`src/rtl/gray_pkg.sv`:
```
// Shared types and constants for the Gray-coded position stream decoder.
package gray_pkg;

  typedef enum logic {
    UNSYNC = 1'b0,
    TRACK  = 1'b1
  } state_t;

  localparam logic [3:0] ERR_CNT_MAX = 4'd15;
  localparam logic [3:0] STEP_UP     = 4'd1;
  localparam logic [3:0] STEP_DN     = 4'd15;

endpackage

```
`src/rtl/gray_to_bin.sv`:
```
// Combinational 4-bit Gray-to-binary converter: each binary bit is the XOR
// of the binary bit above it and the Gray bit at the same position.
module gray_to_bin (
  input  logic [3:0] g,
  output logic [3:0] b
);

  always_comb begin
    b    = '0;
    b[3] = g[3];
    for (int i = 2; i >= 0; i--) begin
      b[i] = b[i+1] ^ g[i];
    end
  end

endmodule

```
`src/rtl/gray_stream_decoder.sv`:
```
// Decodes a Gray-coded position stream, classifies each step against the
// stored reference and accumulates a signed position with error tracking.
module gray_stream_decoder
  import gray_pkg::*;
#(
  parameter int POS_W = 8
) (
  input  logic             clk,
  input  logic             rst_n,
  input  logic             clr,
  input  logic             in_valid,
  input  logic [3:0]       G,
  output logic [3:0]       B,
  output logic             out_valid,
  output logic             dir_up,
  output logic             dir_dn,
  output logic             err,
  output logic             locked,
  output logic [POS_W-1:0] pos,
  output logic [3:0]       err_cnt
);

  // state  | meaning
  // UNSYNC | no valid reference; next accepted sample becomes the reference
  // TRACK  | reference held; samples are classified as hold / +1 / -1 / illegal

  localparam logic [POS_W-1:0] POS_ONE = POS_W'(1);

  state_t           state_q, state_d;
  logic [3:0]       bref_q, bref_d;
  logic [3:0]       b_new;
  logic [3:0]       delta;
  logic             step_err;
  logic [3:0]       b_d;
  logic             out_valid_d, dir_up_d, dir_dn_d, err_d;
  logic [POS_W-1:0] pos_d;
  logic [3:0]       err_cnt_d;

  gray_to_bin u_gray_to_bin (
    .g (G),
    .b (b_new)
  );

  // Modulo-16 difference makes the 15->0 and 0->15 wraps look like +1 / -1.
  assign delta    = b_new - bref_q;
  assign step_err = (state_q == TRACK) && (delta != 4'd0)
                    && (delta != STEP_UP) && (delta != STEP_DN);

  always_ff @(posedge clk or negedge rst_n) begin
    if (!rst_n) begin
      state_q <= UNSYNC;
    end else begin
      state_q <= state_d;
    end
  end

  always_comb begin
    state_d = state_q;
    if (clr) begin
      state_d = UNSYNC;
    end else if (in_valid) begin
      case (state_q)
        UNSYNC:  state_d = TRACK;
        TRACK:   state_d = step_err ? UNSYNC : TRACK;
        default: state_d = UNSYNC;
      endcase
    end
  end

  always_comb begin
    b_d         = B;
    bref_d      = bref_q;
    pos_d       = pos;
    err_cnt_d   = err_cnt;
    out_valid_d = 1'b0;
    dir_up_d    = 1'b0;
    dir_dn_d    = 1'b0;
    err_d       = 1'b0;
    if (clr) begin
      pos_d     = '0;
      err_cnt_d = '0;
    end else if (in_valid) begin
      b_d         = b_new;
      out_valid_d = 1'b1;
      if (state_q == UNSYNC || delta == 4'd0) begin
        bref_d = b_new;
      end else if (delta == STEP_UP) begin
        dir_up_d = 1'b1;
        pos_d    = pos + POS_ONE;
        bref_d   = b_new;
      end else if (delta == STEP_DN) begin
        dir_dn_d = 1'b1;
        pos_d    = pos - POS_ONE;
        bref_d   = b_new;
      end else begin
        // Reference is left stale on purpose; UNSYNC reloads it next sample.
        err_d = 1'b1;
        if (err_cnt != ERR_CNT_MAX) begin
          err_cnt_d = err_cnt + 4'd1;
        end
      end
    end
  end

  always_ff @(posedge clk or negedge rst_n) begin
    if (!rst_n) begin
      B         <= '0;
      bref_q    <= '0;
      out_valid <= 1'b0;
      dir_up    <= 1'b0;
      dir_dn    <= 1'b0;
      err       <= 1'b0;
      pos       <= '0;
      err_cnt   <= '0;
    end else begin
      B         <= b_d;
      bref_q    <= bref_d;
      out_valid <= out_valid_d;
      dir_up    <= dir_up_d;
      dir_dn    <= dir_dn_d;
      err       <= err_d;
      pos       <= pos_d;
      err_cnt   <= err_cnt_d;
    end
  end

  assign locked = (state_q == TRACK);

endmodule

```
`config.mk`:
```
export PLATFORM = sky130hd
export DESIGN_NAME = gray_stream_decoder
export DESIGN_NICKNAME = d
export VERILOG_FILES = /design/src/rtl/gray_pkg.sv /design/src/rtl/gray_to_bin.sv /design/src/rtl/gray_stream_decoder.sv
export SDC_FILE = /design/constraint.sdc
export NUM_CORES = 1
export LEC_CHECK = 0
export CAP_MARGIN = 10
export CORE_MARGIN = 2
export CORE_UTILIZATION = 56
export DETAILED_ROUTE_END_ITERATION = 8
export PLACE_DENSITY = 0.85
export SYNTH_ARGS = -nofsm -noshare
export SYNTH_HDL_FRONTEND = slang
export SYNTH_HIERARCHICAL = 1
export SYNTH_SLANG_ARGS = --single-unit
```
`constraint.sdc`:
```
create_clock -name clk -period 8 [get_ports clk]
set_clock_uncertainty 0.2 [all_clocks]
set_input_delay 1.2 -clock clk [delete_from_list [all_inputs] [get_ports clk]]
set_output_delay 1.2 -clock clk [all_outputs]
set_load 0.03 [all_outputs]
```
### Yosys cells after proc, flatten, opt, wreduce, memory -nomap -nowiden

Cells that the tools add are included.

| word-level totals | value |
|---|---|
| register bits | 25 |
| input bits | 8 |
| output and inout port bits | 21 |
| logic and storage cells | 74 |

| cells by class | value |
|---|---|
| add/sub/neg operators | 4 |
| equal/unequal tests | 8 |
| mux-type cells | 34 |
| bitwise logic cells | 5 |
| reductions and logical operators | 14 |

Operators by type and width:

| operator | count |
|---|---|
| $mux 8 | 5 |
| $mux 4 | 9 |
| $mux 1 | 19 |
| $add 8x1->8 const B | 1 |
| $ne 4x4->1 const B | 2 |
| $sub 8x1->8 const B | 1 |
| $ne 2x2->1 const B | 3 |
| $reduce_and 3->1 | 2 |
| $reduce_bool 3->1 | 2 |
| $reduce_and 5->1 | 1 |
| $add 4x1->4 const B | 1 |
| $eq 4x1->1 const B | 1 |
| $eq 4x4->1 const B | 1 |
| $logic_not 4->1 | 1 |
| $ne 4x1->1 const B | 1 |
| $reduce_bool 2->1 | 2 |
| $reduce_bool 4->1 | 1 |
| $sub 4x4->4 | 1 |
| $logic_and 1x1->1 | 3 |
| $xor 1x1->1 | 3 |
| $not 1->1 | 2 |
| $pmux 1 s2 | 1 |
| $reduce_and 2->1 | 1 |
| $logic_or 1x1->1 | 1 |

### Depth between registers and ports, before layout

Gate-level depths: netlist (run 1).

| logic depth | value |
|---|---|
| depth in word-level cells | 12 |
| depth in mapped cells | 19 |
| depth with buffers taken out | 17 |

### Modules after synthesis

The synthesis (run 1) kept the hierarchy.

Modules (own cells, without submodules):

| module | instances | cells each | area each (um2) | seq. area each (um2) |
|---|---|---|---|---|
| gray_stream_decoder | 1 | 154 | 1520.2 | 625.6 |
| gray_to_bin | 1 | 5 | 50.0 | 0.0 |

### Least setup slack after synthesis (run 1)

No wires, ideal clock.

| path | value |
|---|---|
| path kind | input-to-reg |
| start point | in G[2] |
| end point | reg pos[7] |
| setup time | 120 ps |
| arrival time | 4406 ps |
| data required time | 7680 ps |
| setup slack | 3274 ps |
| stages | 19 |
| buffers on the path | 2 |
| path through | xor2_2 > xnor2_1 > inv_1 > ha_1 > inv_1 > fa_1 > xor2_1 > nor3_1 > and3_1 > buf_2 > inv_1 > ha_1 > clkbuf_1 > a21o_1 > a221oi_1 > o21ai_0 > o2bb2ai_1 > a21oi_1 > a31o_2 |

| between the ends | value |
|---|---|
| cells in the longest elaborated chain, start to end | 9 |
| elaborated cells on any way between the ends | 15 |
| classes of those cells | add/sub: 1; eq/ne: 3; mux: 4; bitwise: 3; reduce/logical: 4 |

RTL lines:

| item | RTL line | RTL |
|---|---|---|
| start: declaration | gray_stream_decoder.sv:12 | `input logic [3:0] G,` |
| $xor 1x1->1 (*) (3 in series) | gray_to_bin.sv:12 | `b[i] = b[i+1] ^ g[i];` |
| named net b_new[0] | gray_stream_decoder.sv:31 | `logic [3:0] b_new;` |
| $sub 4x4->4 (*) | gray_stream_decoder.sv:45 | `assign delta = b_new - bref_q;` |
| $eq 4x1->1 | gray_stream_decoder.sv:87 | `end else if (delta == STEP_UP) begin` |
| $mux 8 | gray_stream_decoder.sv:87 |  |
| $mux 8 | gray_stream_decoder.sv:85 | `if (state_q == UNSYNC \|\| delta == 4'd0) begin` |
| $mux 8 | gray_stream_decoder.sv:82 | `end else if (in_valid) begin` |
| $mux 8 | gray_stream_decoder.sv:79 | `if (clr) begin` |
| end signal: assignment | gray_stream_decoder.sv:122 | `pos <= pos_d;` |
| end: declaration | gray_stream_decoder.sv:19 | `output logic [POS_W-1:0] pos,` |

The timed path passes the listed nets; every way through them passes the cells marked *. The select of a mux whose other input is x is not followed.
A chain may end at the register's enable or synchronous reset.

### Worst setup path after layout (run 1)

| path | value |
|---|---|
| start point | in G[3] |
| end point | reg pos[7] |

| between the ends | value |
|---|---|
| cells in the longest elaborated chain, start to end | 9 |
| elaborated cells on any way between the ends | 15 |
| classes of those cells | add/sub: 1; eq/ne: 3; mux: 4; bitwise: 3; reduce/logical: 4 |

RTL lines:

| item | RTL line |
|---|---|
| $xor 1x1->1 (*) | gray_to_bin.sv:12 |
| named net b_new[2] | gray_stream_decoder.sv:31 |
| $xor 1x1->1 (*) (2 in series) | gray_to_bin.sv:12 |
| named net b_new[0] | gray_stream_decoder.sv:31 |
| $sub 4x4->4 (*) | gray_stream_decoder.sv:45 |
| $eq 4x1->1 | gray_stream_decoder.sv:87 |
| $mux 8 | gray_stream_decoder.sv:87 |
| $mux 8 | gray_stream_decoder.sv:85 |
| $mux 8 | gray_stream_decoder.sv:82 |
| $mux 8 | gray_stream_decoder.sv:79 |

Marked as above.

==> qor.yml, run 1 <==
run_status:
  outcome: "completed"
logic_synthesis:
  synthDistinctLibCells: 45
  synth_top_family_by_area: "compound AO/OA/AOI/OAI gates"
  synth.cell_area_um2: 1570
  ys_seq_area_share_pct: 39.8
  ys_seq_elements: 25
  netlist_instances: 159
  synth.top_cell.area_share_pct: 39.8
  synth_fa_ha_area_share_pct: 9.24
  synthFlopType: "dfrtp_1"
  synthXorXnorAreaFrac_pct: 7.73
  yosysTopAreaCell: "dfrtp_1"
  postSynthAreaPerCell_um2: 9.88
  ys_warn_count: 6
  synthArstFlopShare_pct: 100
  synthTopCellsByArea: "dfrtp_1 (40%), ha_1 (8.0%), xor2_1 (3.9%), mux2_2 (3.6%), nand2_1 (3.3%)"
  netlist_top_cells_count: "dfrtp_1 (25), nand2_1 (14), nor2_1 (13)"
  post-synth-top-count-cell: "dfrtp_1"
  synth-simple-area-share_pct: 16.2
  synth_compound_area_share_pct: 18.2
  synthMuxAreaShare_pct: 4.86
  synth_nets: 178
  synth_edf_count: 0
grt:
  grt_overflow: 0
  antenna_found_initial: 0
  grt_pass1_vias: 1206
  gr-usage-all-layers_pct: 20.7
  grt_pass1_wl_mm: 5.32
  grt_max_degree: 26
sta:
  min_period_ns: 5.39
  rsz0062_at_grt: "false"
  slew_viol_final: 0
  setup_viol: 0
  final-hold-violation-count: 0
  slew_headroom_pct: 27.5
  fmaxAchievable_ghz: 0.186
  finalSetupTns_ns: 0
  worst_pin_slew_ns: 1.08
  fin_crit_sh_pct: 67.3
power_and_ir_drop:
  internal_power_uw: 311
  p_leak_uw: 0.000857
  switchingPower_uw: 248
  swShare_pct: 44.4
  irDropWorstVdd_mv: 0.220
  power_frac_clock_pct: 10.3
  pwr-share-comb_pct: 60.1
  powerDensity_nw_per_um2: 298
  p_seq_share_pct: 29.6
clocking:
  cts.sinks: 25
  htree_levels: 1
  cts_root_buf: "clkbuf_4"
  numCtsBuffers: 3
  clkSlewWorstSetupHoldPaths_ns: 0.14
  cts_setup_buffers: 0
  ctsResizeCount: 0
  clockBufferDepth: 2
  cts_tree: "built"
  hold_buffers: 0
  clock_latency_ns: 0.32
drt:
  vias: 1264
  drt_pre_antenna_iters: 4
  drc_errors: 0
  post_drt_via_cell_ratio: 5.88
  wl_per_cell_um: 14.4
  drt-initial-drc-count: 41
  drt-total-wl_mm: 3.09
  drtAntennaViolNets: 0
floorplan:
  ios: 29
  dieWidth_um: 57.0
  die_area_um2: 3240
  initial_utilization_pct: 57.9
  placementRows: 19
  die_h_um: 57.0
  core_area_um2: 2710
setup_path:
  worst-setup-path-type: "in -> reg"
  end_kind: "register"
  r2r_setup_slack_ns: 4.27
  startpoint_type: "primary input"
  path_max_fanout: 9
  required_ns: 8.03
  arrival_ns: 5.42
placed_design:
  globalplace.congestion: 0.916
  port-buffer-count: 28
  dp_hpwl_mm: 2.32
layout:
  multi_input_area_um2: 883
  area_growth_pct: 19.6
  fillers: 224
  drive_above_1_share_pct: 9.78
  fin_nets: 204
  final_core_util_pct: 69.3
  seqCellArea_um2: 626
  antenna_cells: 0
run:
  cap_violations: 0
hold_path:
  worstHoldPathType: "reg -> reg"
==> logic make-up (layout without fill, tap and decap cells) <==
logic type	count (synthesis)	after routing
simple gates	51	51
flops	25	25
xor+xnor	13	13
compound gates	39	39
fa+ha+maj	11	11
buf+inv	13	38
mux	7	7
==> metal layers <==
| layer | wire [µm] | track usage, % | share of wire, % |
|---|---|---|---|
| met1 | 1450 | 29.3 | 47 |
| met2 | 1470 | 33.3 | 48 |
| met3 | 127 | 3.17 | 4.1 |
| met4 | 41 | 6.31 | 1.3 |
| met5 | 0 | 0 | 0 |
==> state kept, by name (all words and copies together) (netlist names) <==
name,flops
dir_dn,1
out_valid,1
B,4
locked,1
err,1
pos,8
bref_q,4
err_cnt,4
dir_up,1
==> critical path, stage by stage <==
cell	delay, ns
clkdlybuf4s50_1	0.61
xor2_2	0.30
xnor2_1	0.15
inv_1	0.10
ha_1	0.19
inv_1	0.06
fa_1	0.37
xor2_1	0.20
nor3_1	0.13
and3_1	0.29
inv_1	0.21
ha_1	0.44
a21o_1	0.21
a221oi_1	0.30
o21ai_0	0.14
o2bb2ai_1	0.22
a21oi_1	0.10
a31o_2	0.21
==> placed cells by master (no fill, tap or decap), drive strengths merged, types with 4 or more instances in the layout <==
cell type / Yosys / layout
clkdlybuf4s50: 0 / 28
dfrtp: 25 / 25
nand2: 14 / 14
nor2: 13 / 13
o21ai: 10 / 10
ha: 10 / 10
xor2: 8 / 8
a21oi: 7 / 7
inv: 6 / 6
xnor2: 5 / 5
a22o: 5 / 5
mux2: 5 / 5
and3: 5 / 5
nand3: 4 / 4
nand2b: 4 / 4
==> power by group through the flow <==
stage	clock (µW)	sequential, µW	combinational, µW
detailed placement	0	168	332
global placement	0	167	321
CTS	58.6	165	334
floorplan	0	188	240
finish	57.6	165	336
global route	62.9	170	368
==> final timing paths <==
| check | depth (start not counted) | endpoint | from |
|---|---|---|---|
| max in group asynchronous | 1 | bref_q[3]$_DFFE_PN0P_ | rst_n |
| min | 2 | B[3]$_DFFE_PN0P_ | B[3]$_DFFE_PN0P_ |
| min in group asynchronous | 1 | dir_dn$_DFF_PN0_ | rst_n |
| min reg2reg | 2 | B[3]$_DFFE_PN0P_ | B[3]$_DFFE_PN0P_ |
| max | 18 | pos[7]$_DFFE_PN0P_ | G[3] |
| max reg2reg | 14 | pos[7]$_DFFE_PN0P_ | bref_q[0]$_DFFE_PN0P_ |
==> metrics by stage <==
step	setup WS (ns)	cell area, µm²	hold slack [ns]	cells	total power, µW
4_1_cts	2.65	1880	0.306	215	558
6_report	2.61	1880	0.301	215	559
2_1_floorplan	3.27	1570	0.281	159	429
5_1_grt	2.31	1880	0.336	215	600
3_3_place_gp	2.52	1850	0.259	211	488
3_5_place_dp	2.30	1850	0.273	211	500
==> final cells by class <==
cell class	count	share of cell area, %
Clock buffer	3	1.20
Clock inverter	1	0.266
Inverter	6	1.20
Multi-Input combinational cell	121	47.0
Sequential cell	25	33.3
Tap cell	31	2.07
Timing Repair Buffer	28	14.9
Power figures use the tool's default switching activity.
==> run 2: changes to the inputs <==
- CORE_UTILIZATION: 56 -> 47
- PLACE_DENSITY: 0.85 -> 0.76
- clock period: 8 -> 4.9 ns (I/O delays scaled with it)
==> qor.yml, run 2 (synthesis results as in run 1) <==
sta:
  final-hold-violation-count: 0
  min_period_ns: 4.61
  fmaxAchievable_ghz: 0.217
  setup_viol: 0
  rsz0062_at_grt: "false"
  fin_crit_sh_pct: 94.0
  slew_headroom_pct: 66.4
  worst_pin_slew_ns: 0.499
  slew_viol_final: 0
  finalSetupTns_ns: 0
  hold_slack_ns: 0.299
grt:
  grt_pass1_wl_mm: 6.02
  grt_max_degree: 26
  grt_pass1_vias: 1387
  gr-usage-all-layers_pct: 21.2
  antenna_found_initial: 0
  grt_overflow: 0
power_and_ir_drop:
  p_leak_uw: 0.000886
  irDropWorstVdd_mv: 0.230
  powerDensity_nw_per_um2: 492
setup_path:
  r2r_setup_slack_ns: 1.35
  worst_r2r_path_depth: 13
  path_max_fanout: 6
  end_kind: "register"
  required_ns: 4.94
  worst-setup-path-type: "in -> reg"
  arrival_ns: 4.65
  startpoint_type: "primary input"
clocking:
  clkSlewWorstSetupHoldPaths_ns: 0.15
  clock_latency_ns: 0.34
  numCtsBuffers: 3
  cts_root_buf: "clkbuf_4"
  cts_tree: "built"
  hold_buffers: 0
  cts_setup_buffers: 0
  ctsResizeCount: 0
  htree_levels: 1
  clockBufferDepth: 2
  cts.sinks: 25
hold_path:
  whs_path_depth: 2
  worstHoldPathType: "reg -> reg"
floorplan:
  placementRows: 20
  core_area_um2: 3130
  ios: 29
  dieWidth_um: 61.8
  die_area_um2: 3820
  initial_utilization_pct: 50.2
  die_h_um: 61.8
layout:
  antenna_cells: 0
  multi_input_area_um2: 883
  final_common_cell: "clkdlybuf4s50_1"
  area_growth_pct: 24.1
  top_register: "pos"
  fin_nets: 211
  largest_reg_flops: 8
  drive_above_1_share_pct: 13.1
  seqCellArea_um2: 626
  final_cell_mix: "clkdlybuf4s50_1 (28), dfrtp_1 (25), nand2_1 (14), nor2_1 (13)"
  fillers: 271
drt:
  drt_pre_antenna_iters: 4
  post_drt_via_cell_ratio: 5.69
  vias: 1338
  drt-total-wl_mm: 3.65
  drc_errors: 0
  wl_per_cell_um: 15.5
  drtAntennaViolNets: 0
  drt-initial-drc-count: 37
placed_design:
  globalplace.congestion: 0.918
  port-buffer-count: 28
  dp_hpwl_mm: 2.70
run:
  cap_violations: 0
run_status:
  outcome: "completed"
## run 2: worst max-delay path, cell delays in order
cell and delay (ns):
clkdlybuf4s50_1 0.54, xor2_2 0.28, xnor2_1 0.18, inv_1 0.08, ha_1 0.21, inv_1 0.07
fa_1 0.45, nor3_1 0.17, and3_1 0.20, inv_1 0.12, ha_1 0.36, a21o_1 0.21
a221oi_1 0.32, o21ai_0 0.14, o2bb2ai_1 0.21, a21oi_1 0.10, a31o_2 0.23
## run 2: final timing paths
check,startpoint,to
min,B[2]$_DFFE_PN0P_,B[2]$_DFFE_PN0P_
max reg2reg,bref_q[0]$_DFFE_PN0P_,pos[7]$_DFFE_PN0P_
max,G[3],pos[7]$_DFFE_PN0P_
min in group asynchronous,rst_n,err_cnt[3]$_DFFE_PN0P_
max in group asynchronous,rst_n,pos[4]$_DFFE_PN0P_
min reg2reg,B[2]$_DFFE_PN0P_,B[2]$_DFFE_PN0P_
## run 2: layout make-up
type                    count  area share [%]
repair buffers             35            17.1
well taps                  44            2.82
clock inverters             1           0.385
inverters                   6            1.16
flip-flops and latches     25            32.1
multi-input cells         121            45.3
clock buffers               3            1.16
## run 2: layer usage
layer	track usage, %	up-vias	wire, µm
met2	36.4	32	1890
met1	26.9	664	1580
met4	7.90	0	62
met5	0	-	0
li1	-	634	-
met3	3.31	8	117
## run 2: per-stage QoR
stage	worst slack, ns	total power (µW)	std cells	util (%)	cell area (µm²)
2_1_floorplan	0.639	700	159	-	1570
3_3_place_gp	0.206	831	231	61.4	1920
3_5_place_dp	0.00282	854	231	61.4	1920
4_1_cts	0.341	956	235	62.3	1950
5_1_grt	0.0700	1040	235	62.3	1950
6_report	0.294	960	235	62.3	1950
## run 2: report_power, final
group / switching (µW) / internal, µW / leakage, µW
Sequential: 31.1 / 241 / 0.000330
Clock: 69.1 / 31.3 / 0.0000139
Combinational: 329 / 258 / 0.000542
Total: 429 / 531 / 0.000886
==> run 3: changes to the inputs <==
- SLEW_MARGIN: not set -> 0
==> results of run 3 <==
The final DEF is identical to that of run 2; final timing and power are the same.
==> RTL change (settings of run 2) <==
Put one more register stage on the output `B`, without a reset. The value now appears one clock later. The other outputs are not delayed to match.
--- a/src/rtl/gray_stream_decoder.sv
+++ b/src/rtl/gray_stream_decoder.sv
@@ -25,6 +25,8 @@
   // TRACK  | reference held; samples are classified as hold / +1 / -1 / illegal
 
   localparam logic [POS_W-1:0] POS_ONE = POS_W'(1);
+
+  logic [3:0] B_s0;
 
   state_t           state_q, state_d;
   logic [3:0]       bref_q, bref_d;
@@ -68,7 +70,7 @@
   end
 
   always_comb begin
-    b_d         = B;
+    b_d         = B_s0;
     bref_d      = bref_q;
     pos_d       = pos;
     err_cnt_d   = err_cnt;
@@ -104,7 +106,7 @@
 
   always_ff @(posedge clk or negedge rst_n) begin
     if (!rst_n) begin
-      B         <= '0;
+      B_s0      <= '0;
       bref_q    <= '0;
       out_valid <= 1'b0;
       dir_up    <= 1'b0;
@@ -113,7 +115,7 @@
       pos       <= '0;
       err_cnt   <= '0;
     end else begin
-      B         <= b_d;
+      B_s0      <= b_d;
       bref_q    <= bref_d;
       out_valid <= out_valid_d;
       dir_up    <= dir_up_d;
@@ -126,5 +128,9 @@
 
   assign locked = (state_q == TRACK);
 
+  always_ff @(posedge clk) begin
+    B <= B_s0;
+  end
+
 endmodule
 
Formal check against the unedited RTL: not equivalent (a bounded check fails within 4 cycles, from zero or initial values and one cycle with rst_n low).
==> RTL change against run 2 <==
Cell area rose by 11%; combinational power is 4.4% higher; non-clock buffer count grew 1; register-to-register slack worse by 50 ps; maximum frequency about the same; worst setup slack got worse by 2.7 ps; power rose by 18%; synthesized area increased by 6.6%; sequential cell count rose by 4; global-route usage is 2.2 points lower; routed wire length decreased by 5.8%; critical path type unchanged; critical endpoint unchanged; largest power group unchanged.
==> RTL change: results (changes against run 2) <==
<table>
<tr><th>Metric</th><th>Value</th></tr>
<tr><th colspan="2">Status</th></tr>
<tr><td>Status</td><td>finished, final reports clean (unchanged)</td></tr>
<tr><th colspan="2">Cells and area</th></tr>
<tr><td>Share of post-route cells with drive strength above 1</td><td>0.1907 (was 0.1309)</td></tr>
<tr><td>Total number of nets in the final design</td><td>212 (was 211)</td></tr>
<tr><td>Number of fillers in the final layout</td><td>270 (was 271)</td></tr>
<tr><th colspan="2">Power and ir drop</th></tr>
<tr><td>Switching power share of the total</td><td>0.4026 (was 0.4471)</td></tr>
<tr><td>Peak VDD IR</td><td>0.2601 mV (was 0.2300 mV)</td></tr>
<tr><td>Leakage Power</td><td>0.0009202 uW (was 0.0008860 uW)</td></tr>
<tr><th colspan="2">Timing</th></tr>
<tr><td>Worst hold slack across all endpoints</td><td>174.2 ps (was 298.8 ps)</td></tr>
<tr><th colspan="2">Worst setup path</th></tr>
<tr><td>Number of cell instances on the worst register-to-register path</td><td>12 (was 13)</td></tr>
<tr><td>Delay of the slowest critical-path stage</td><td>520 ps (was 540 ps)</td></tr>
<tr><th colspan="2">Synthesis</th></tr>
<tr><td>FFs w/ async S/R, synth</td><td>0.8621 (was 1.000)</td></tr>
<tr><td>Syn_nets</td><td>172 (was 178)</td></tr>
<tr><td>Number of distinct library cell variants in the gate-level netlist after synthesis</td><td>48 (was 45)</td></tr>
<tr><th colspan="2">Detailed routing</th></tr>
<tr><td>Violation count after the first detailed-route iteration</td><td>42 (was 37)</td></tr>
<tr><th colspan="2">Global route</th></tr>
<tr><td>Wire length of the first global-routing pass</td><td>6.092 mm (was 6.023 mm)</td></tr>
<tr><th colspan="2">Worst hold path</th></tr>
<tr><td>Hold Startpoint</td><td>B_s0[2] (was B[2])</td></tr>
<tr><td>End of the worst hold path</td><td>B[2] (unchanged)</td></tr>
<tr><th colspan="2">Placement</th></tr>
<tr><td>Setup WS pre-CTS</td><td>-43.31 ps (was 2.823 ps)</td></tr>
<tr><td>Sum of net half-perimeters after detailed placement</td><td>2.587 mm (was 2.705 mm)</td></tr>
<tr><td>Gpl congestion</td><td>0.8713 (was 0.9177)</td></tr>
</table>
## RTL change: changes by cell type after synthesis, moves of 4 or more
cell	run 2	this run
nand2_1	14	6
nor2_1	13	9
nor2b_1	0	4
dfxtp_1	0	4
o21ai_0	10	3
a21oi_1	4	8
nand2b_1	4	0
mux2_2	5	9
## RTL change: cell type report
cell class	instances	area, um2	share of cell area
inverters	5	18.77	0.008681
clock inverters	1	30.03	0.01389
clock buffers	7	55.05	0.02546
multi-input cells	116	934.6	0.4323
repair buffers	36	360.3	0.1667
flip-flops and latches	29	705.7	0.3264
well taps	46	57.56	0.02662
## RTL change: worst register-to-register path: stages (launching register included)
cell	delay [ps]
dfrtp_1	360
ha_1	180
inv_1	60
fa_1	410
xor2_2	210
a2111oi_4	390
inv_2	130
ha_1	390
nand2_1	120
o21a_1	220
nand3b_1	150
a311oi_1	310
mux2_1	350
## RTL change: worst max path at each step
stage	cells past startpoint	endpoint	slack (ps)	start
CTS	17	pos[6]	290	G[3]
global route	16	pos[7]	40	G[3]
finish	16	pos[7]	290	G[3]
detailed placement	17	pos[6]	-40	G[3]
global placement	17	pos[6]	100	G[3]
floorplan	16	pos[6]	470	G[2]
## RTL change: metal layers
metal  wire length (um)  track usage  vias up  part of all wire
li1                   -            -      645                 -
met1               1570       0.2402      628              0.46
met2               1632       0.3039       33              0.47
met3                138      0.05893       12             0.040
met4                 97      0.07609        0             0.028
met5                  0            0        -                 0
## RTL change: cells by family (layout without fill, tap and decap cells)
kind of cell	after synthesis	count (layout)	share of synthesized area
compound gates	37	37	0.1696
xor+xnor	13	13	0.07698
fa+ha+maj	11	11	0.08670
buf+inv	8	49	0.02018
flops	29	29	0.4215
mux	11	11	0.07325
simple gates	44	44	0.1517
